--- config.mk ---
export PLATFORM = sky130hd
export DESIGN_NAME = bram_stream_reader
export DESIGN_NICKNAME = d
export VERILOG_FILES = /design/src/rtl/bram_stream_reader.sv
export SDC_FILE = /design/constraint.sdc
export NUM_CORES = 1
export LEC_CHECK = 0
export ABC_AREA = 0
export BUFFER_PORTS_ARGS = -buffer_cell sky130_fd_sc_hd__buf_2
export CORE_ASPECT_RATIO = 0.9
export CORE_UTILIZATION = 50
export CTS_CLUSTER_DIAMETER = 50
export DETAILED_ROUTE_END_ITERATION = 12
export GPL_ROUTABILITY_DRIVEN = 0
export PLACE_DENSITY_LB_ADDON = 0.1
export SYNTH_ARGS = -nofsm -noshare
export SYNTH_HDL_FRONTEND = slang
export SYNTH_SLANG_ARGS = --single-unit
--- constraint.sdc ---
create_clock -name clk -period 3.9 [get_ports clk]
set_input_delay 0 -clock clk [delete_from_list [all_inputs] [get_ports clk]]
set_output_delay 0 -clock clk [all_outputs]
set_load 0.01 [all_outputs]
--- src/rtl/bram_stream_reader.sv ---
// Read-side controller for the dual-port sample buffer: prefetches stored bytes
// through the registered read port into a 2-entry skid and streams them out
// over valid/ready. Optional underrun counter enabled by BRAM_READER_UNDERRUN_EN.
module bram_stream_reader #(
  parameter int ADDR_WIDTH = 11,
  parameter int DATA_WIDTH = 8
) (
  input  logic                  clk,
  input  logic                  reset,
  input  logic [ADDR_WIDTH:0]   wr_ptr,
  output logic [ADDR_WIDTH-1:0] rd_addr,
  input  logic [DATA_WIDTH-1:0] rd_data,
  output logic [ADDR_WIDTH:0]   rd_ptr,
  output logic [DATA_WIDTH-1:0] dout,
  output logic                  dout_valid,
  input  logic                  dout_ready,
  output logic [ADDR_WIDTH:0]   fill,
  output logic                  empty,
  output logic [15:0]           underrun_count
);

  localparam logic [ADDR_WIDTH:0] PTR_ONE = 1;

  logic                  inflight;
  logic [1:0]            occ;
  logic [1:0]            occ_nxt;
  logic [DATA_WIDTH-1:0] q0, q1;
  logic                  pop, issue;

  assign fill       = wr_ptr - rd_ptr;
  assign empty      = (fill == '0);
  assign rd_addr    = rd_ptr[ADDR_WIDTH-1:0];
  assign dout       = q0;
  assign dout_valid = (occ != 2'd0);
  assign pop        = dout_valid & dout_ready;

  // The in-flight byte lands this cycle, so it already counts as occupancy;
  // this caps prefetch at two bytes ahead of the consumer.
  assign occ_nxt = occ - {1'b0, pop} + {1'b0, inflight};
  assign issue   = !empty && (occ_nxt < 2'd2);

  always_ff @(posedge clk) begin
    if (reset) begin
      rd_ptr   <= '0;
      inflight <= 1'b0;
      occ      <= 2'd0;
      q0       <= '0;
      q1       <= '0;
    end else begin
      if (issue) rd_ptr <= rd_ptr + PTR_ONE;
      inflight <= issue;
      occ      <= occ_nxt;
      case ({inflight, pop})
        2'b10: begin
          if (occ == 2'd0) q0 <= rd_data;
          else             q1 <= rd_data;
        end
        2'b01: q0 <= q1;
        2'b11: begin
          if (occ == 2'd1) q0 <= rd_data;
          else begin
            q0 <= q1;
            q1 <= rd_data;
          end
        end
        default: ;
      endcase
    end
  end

`ifdef BRAM_READER_UNDERRUN_EN
  logic        popped;
  logic [15:0] ucnt;

  // Starvation only counts once the stream has actually started.
  always_ff @(posedge clk) begin
    if (reset) begin
      popped <= 1'b0;
      ucnt   <= '0;
    end else begin
      if (pop) popped <= 1'b1;
      if (popped && dout_ready && !dout_valid && (ucnt != 16'hFFFF))
        ucnt <= ucnt + 16'd1;
    end
  end

  assign underrun_count = ucnt;
`else
  assign underrun_count = '0;
`endif

endmodule

## Word level (Yosys, flattened, before mapping)

Cells that the tools add are included.

- Word-level logic and storage cells: 33
- Register bits: 31
- Input bits: 23
- Output and inout port bits: 61

- Muxes and demuxes: 6
- Order comparisons: 1
- Add/subtract/negate cells: 4
- Reductions and logical operators: 9
- Equality and inequality tests: 7
- Bitwise gates (word level): 1

Operator list:

| cell | count |
|---|---|
| $mux W8 | 4 |
| $pmux W8 S3 | 1 |
| $pmux W8 S2 | 1 |
| $add A12 B1 Y12 const B | 1 |
| $logic_not A12 Y1 | 1 |
| $sub A12 B12 Y12 | 1 |
| $ne A2 B2 Y1 const B | 3 |
| $eq A2 B1 Y1 const B | 2 |
| $eq A2 B2 Y1 const B | 2 |
| $reduce_bool A2 Y1 | 2 |
| $reduce_and A3 Y1 | 1 |
| $reduce_bool A3 Y1 | 1 |
| $add A2 B1 Y2 | 1 |
| $logic_not A2 Y1 | 1 |
| $lt A2 B2 Y1 const B | 1 |
| $reduce_and A2 Y1 | 1 |
| $sub A2 B1 Y2 | 1 |
| $and A1 B1 Y1 | 1 |
| $logic_and A1 B1 Y1 | 1 |
| $logic_not A1 Y1 | 1 |

## Depth between registers and ports, before layout

- Depth in word-level cells: 6
- Mapped depth: 13
- Mapped depth without buffers: 12

## Worst setup path after synthesis

Ideal clock, no wire load.

- Path type: reg2reg
- From: register rd_ptr[0]
- To: register rd_ptr[11]
- Library setup time: 0.123 ns
- Period minus slack after synthesis: 3.013 ns
- Arrival: 2.889 ns
- Stages on the path, launching flop included: 12
- Buffers on the path: 0
- Data required time: 3.777 ns
- Path slack: 0.887 ns
- Path through: dfxtp_1 ha_1 inv_1 fa_1 a21o_1 a221oi_2 a21oi_1 xnor2_2 or3b_1 nor4b_4 nor4_1 mux2_1

- Cells in the longest elaborated chain, start to end: 4
- Elaborated cells between the ends (all ways): 5
- Those cells by class: add/sub (2); reduce/logical (3)

RTL lines:

| item | line | RTL |
|---|---|---|
| from (decl) | 13 | `output logic [ADDR_WIDTH:0] rd_ptr,` |
| from (signal assigned) | 50 | `if (issue) rd_ptr <= rd_ptr + PTR_ONE;` |
| $sub A12 B12 Y12 | 30 | `assign fill = wr_ptr - rd_ptr;` |
| $logic_not A12 Y1 | 31 | `assign empty = (fill == '0);` |
| $logic_not A1 Y1 | 40 | `assign issue = !empty && (occ_nxt < 2'd2);` |
| $logic_and A1 B1 Y1 | 40 |  |

Several ways; a longest one is shown, not always the timed one.
A chain may end at the register's enable or synchronous reset.

## Worst setup path after layout

- From: register rd_ptr[0]
- To: register rd_ptr[10]

Same word-level chain as after synthesis.

==> results by group <==
Run status
  – Status: finished clean

Pwr
  – P_leak: 1.36 nW
  – Power Total: 0.00128 W
  – P_sw: 0.000487 W
  – Switching share of power: 0.381
  – Int Pwr: 0.000793 W
  – Flop pwr share: 0.331
  – Max VDD drop: 0.345 mV
  – Combinational Power Share: 0.460
  – PD cells: 472 nW/um2
  – Clk pwr share: 0.210

GRT
  – M3 GR Usage: 0.0442
  – Vias in the first global route: 1807
  – Initial antenna violation count: 0
  – Grt ovf: 0
  – Met1 usage in global routing: 0.300
  – Largest net degree at the start of global routing: 35
  – GRT Overall Usage: 0.213
  – Gr busiest metal: met2
  – First-pass GRT wire length: 8090 um
  – Met2 Usage GRT: 0.331

Timing
  – Final worst-path cycle share: 0.821
  – Tmin final: 3.20 ns
  – Hold_ws: 0.227 ns
  – RSZ-0062 raised after global routing: no
  – Max Slew Vio Count: 0
  – Relative slew slack: 0.236
  – Setup_tns: 0 ns
  – Fin. Hold Viols: 0
  – Slack of the critical path: 0.700 ns
  – Skew final: 0.00226 ns
  – Slew @ Worst Pin: 1.15 ns
  – Final setup vio count: 0
  – Max Clk Rate: 312 MHz

Worst setup path
  – Critical-path cell list: ha_1 -> inv_1 -> fa_1 -> a21o_1 -> a221oi_2 -> a21oi_1 -> xnor2_2 -> or3b_1 -> nor4b_4 -> nor4b_2 -> mux2_1
  – Setup crit start kind: flop
  – CP delay by family, top: simple AND/OR/NAND/NOR gates
  – Slowest CP cell: dfxtp_1
  – Critical Setup Path Class: reg -> reg
  – Worst path max stage delay: 0.44 ns
  – Worst EP arrival: about 3.4 ns
  – Worst Path Max Fanout: 7
  – Setup crit end kind: flop
  – Required time of the critical path: 4.05 ns
  – Buf/Inv on CP: 1

Floorplanning
  – CORE AREA: between 4000 and 5000 um2
  – Die height: 66.2 um
  – Die width: about 73 um
  – I/O pins: 84
  – Initial core utilization: 0.541
  – Die area: 4860 um2
  – Row count: 22

Logic synthesis
  – Async set-reset flop share out of synthesis: 0
  – Netlist Area Pre-Place: between 2000 and 2500 um2
  – Cells after Synth: 280
  – Number of library cell types mapped by synthesis: between 50 and 60
  – Mean area per synthesized cell: 8.19 um2
  – EDFF count, synth: 0
  – Syn. warnings: 0
  – Predominant post-synthesis flop cell: dfxtp_1
  – Sequential element share of the synthesized area: 0.271
  – Post-synthesis register bit count: 31

Final layout
  – Most common cell after layout, fill and taps aside: buf_2
  – Post-route design area: 2710 um2
  – # diodes: 0
  – Commonest cells after routing, fill and taps aside: buf_2, nor2_1, dfxtp_1
  – Nets: around 380
  – Area Growth Syn to Fin: 18.3%
  – Share of layout cells above drive strength 1: 0.240

Clocking
  – Hold Buf Count CTS: 8
  – CTS tree: done
  – Root buf cell: clkbuf_8
  – Postcts setup bufs: 0
  – CTS buffer count: 5
  – Resized cells post-CTS: 0
  – H-tree depth: 2
  – Clock buffer depth: 2
  – Clock transition at the registers of the reported paths: 0.06 ns
  – Clock latency on the worst-skew pair: approximately 0.27 ns
  – # clock sinks: 31

Place
  – Port-buffer cells: 67
  – Placed cell areas: between 2000 and 3000 um2
  – Hpwl dp: between 3000 and 4000 um
  – Post-place setup slack: 0.745 ns

Routing
  – Final wirelength: ~5000 um
  – Vias: about 2100
  – 1st-pass router iterations: 4
  – Initial DRC Count: 106
  – Remaining antenna violation count: 0
  – Routed vias/inst: 5.16
  – Total DRC errors in the routed layout: 0
  – Wire length per cell: 12.2 um

Run
  – Max Cap Violations: 0

Min path
  – HP Class: in -> reg
==> power groups by stage <==
| stage | sequential, W | combinational [W] | clock (W) |
|---|---|---|---|
| global placement | 0.000428 | 0.000580 | 0 |
| detailed placement | 0.000430 | 0.000578 | 0 |
| CTS | 0.000424 | 0.000591 | 0.000276 |
| global route | 0.000433 | 0.000661 | 0.000293 |
| finish | 0.000424 | 0.000588 | 0.000268 |
| floorplan | 0.000441 | 0.000442 | 0 |
==> kinds of logic (layout without fill, tap and decap cells) <==
| logic type | count (synthesis) | count (layout) | share of synthesized area |
|---|---|---|---|
| other | 1 | 16 | 0.00164 |
| AND/OR/NAND/NOR | 93 | 93 | 0.217 |
| flip-flops | 31 | 31 | 0.271 |
| AO/OA/AOI/OAI | 56 | 56 | 0.161 |
| multiplexers | 20 | 20 | 0.0890 |
| adder cells (fa/ha/maj) | 15 | 15 | 0.0852 |
| buffers and inverters | 55 | 106 | 0.138 |
| XOR/XNOR | 9 | 9 | 0.0377 |
==> Yosys cell counts (2+ instances only) <==
library cell | instances | area [um2]
nor2_1 | 43 | 161
dfxtp_1 | 31 | 621
buf_4 | 27 | 203
a21oi_1 | 24 | 120
inv_1 | 22 | 82.6
mux2i_1 | 17 | 170
ha_1 | 14 | 175
o21ai_1 | 9 | 45.0
or3_1 | 9 | 56.3
nand3_1 | 6 | 30.0
nor4_1 | 5 | 31.3
a21o_1 | 4 | 30.0
and3_1 | 4 | 25.0
nand4_1 | 4 | 25.0
nor2b_1 | 4 | 25.0
xnor2_1 | 4 | 35.0
xor2_1 | 4 | 35.0
clkbuf_1 | 3 | 11.3
mux2_1 | 3 | 33.8
nand2b_1 | 3 | 18.8
nor3_1 | 3 | 15.0
o21ai_0 | 3 | 15.0
a211oi_1 | 2 | 15.0
and2_1 | 2 | 12.5
nor3b_1 | 2 | 15.0
o211ai_1 | 2 | 15.0
==> per-layer routing <==
metal / wire (um) / vias to the layer above
li1: - / 1066
met1: 2460 / 941
met2: 2130 / 81
met3: 310 / 8
met4: 54 / 0
met5: 0 / -
==> state kept, by name (all words and copies together), names as in the netlist <==
signal,cells
q1,8
dout,8
rd_ptr,12
occ,2
inflight,1
==> path summary, 6_finish.rpt <==
check                  from    endpoint  slack (ns)  cells after the start
setup / recovery  rd_ptr[0]  rd_ptr[10]        0.70                     11
hold reg to reg     dout[4]     dout[4]        0.48                      2
setup reg to reg  rd_ptr[0]  rd_ptr[10]        0.70                     11
hold / removal        reset       q1[1]        0.23                      2
==> layout make-up <==
class / count / area [um2]
fill: 410 / 1530
multi-input combinational: 209 / 1410
sequential: 31 / 621
timing repair buffer: 76 / 423
clock buffer: 8 / 100
inverter: 22 / 82.6
tap: 60 / 75.1
==> metrics by stage <==
step / utilization / std cells
after floorplan: - / 295
after global placement: 0.597 / 390
after detailed placement: 0.597 / 390
after CTS: 0.640 / 406
after global routing: 0.640 / 406
final: 0.640 / 406
Power figures use the tool's default switching activity.
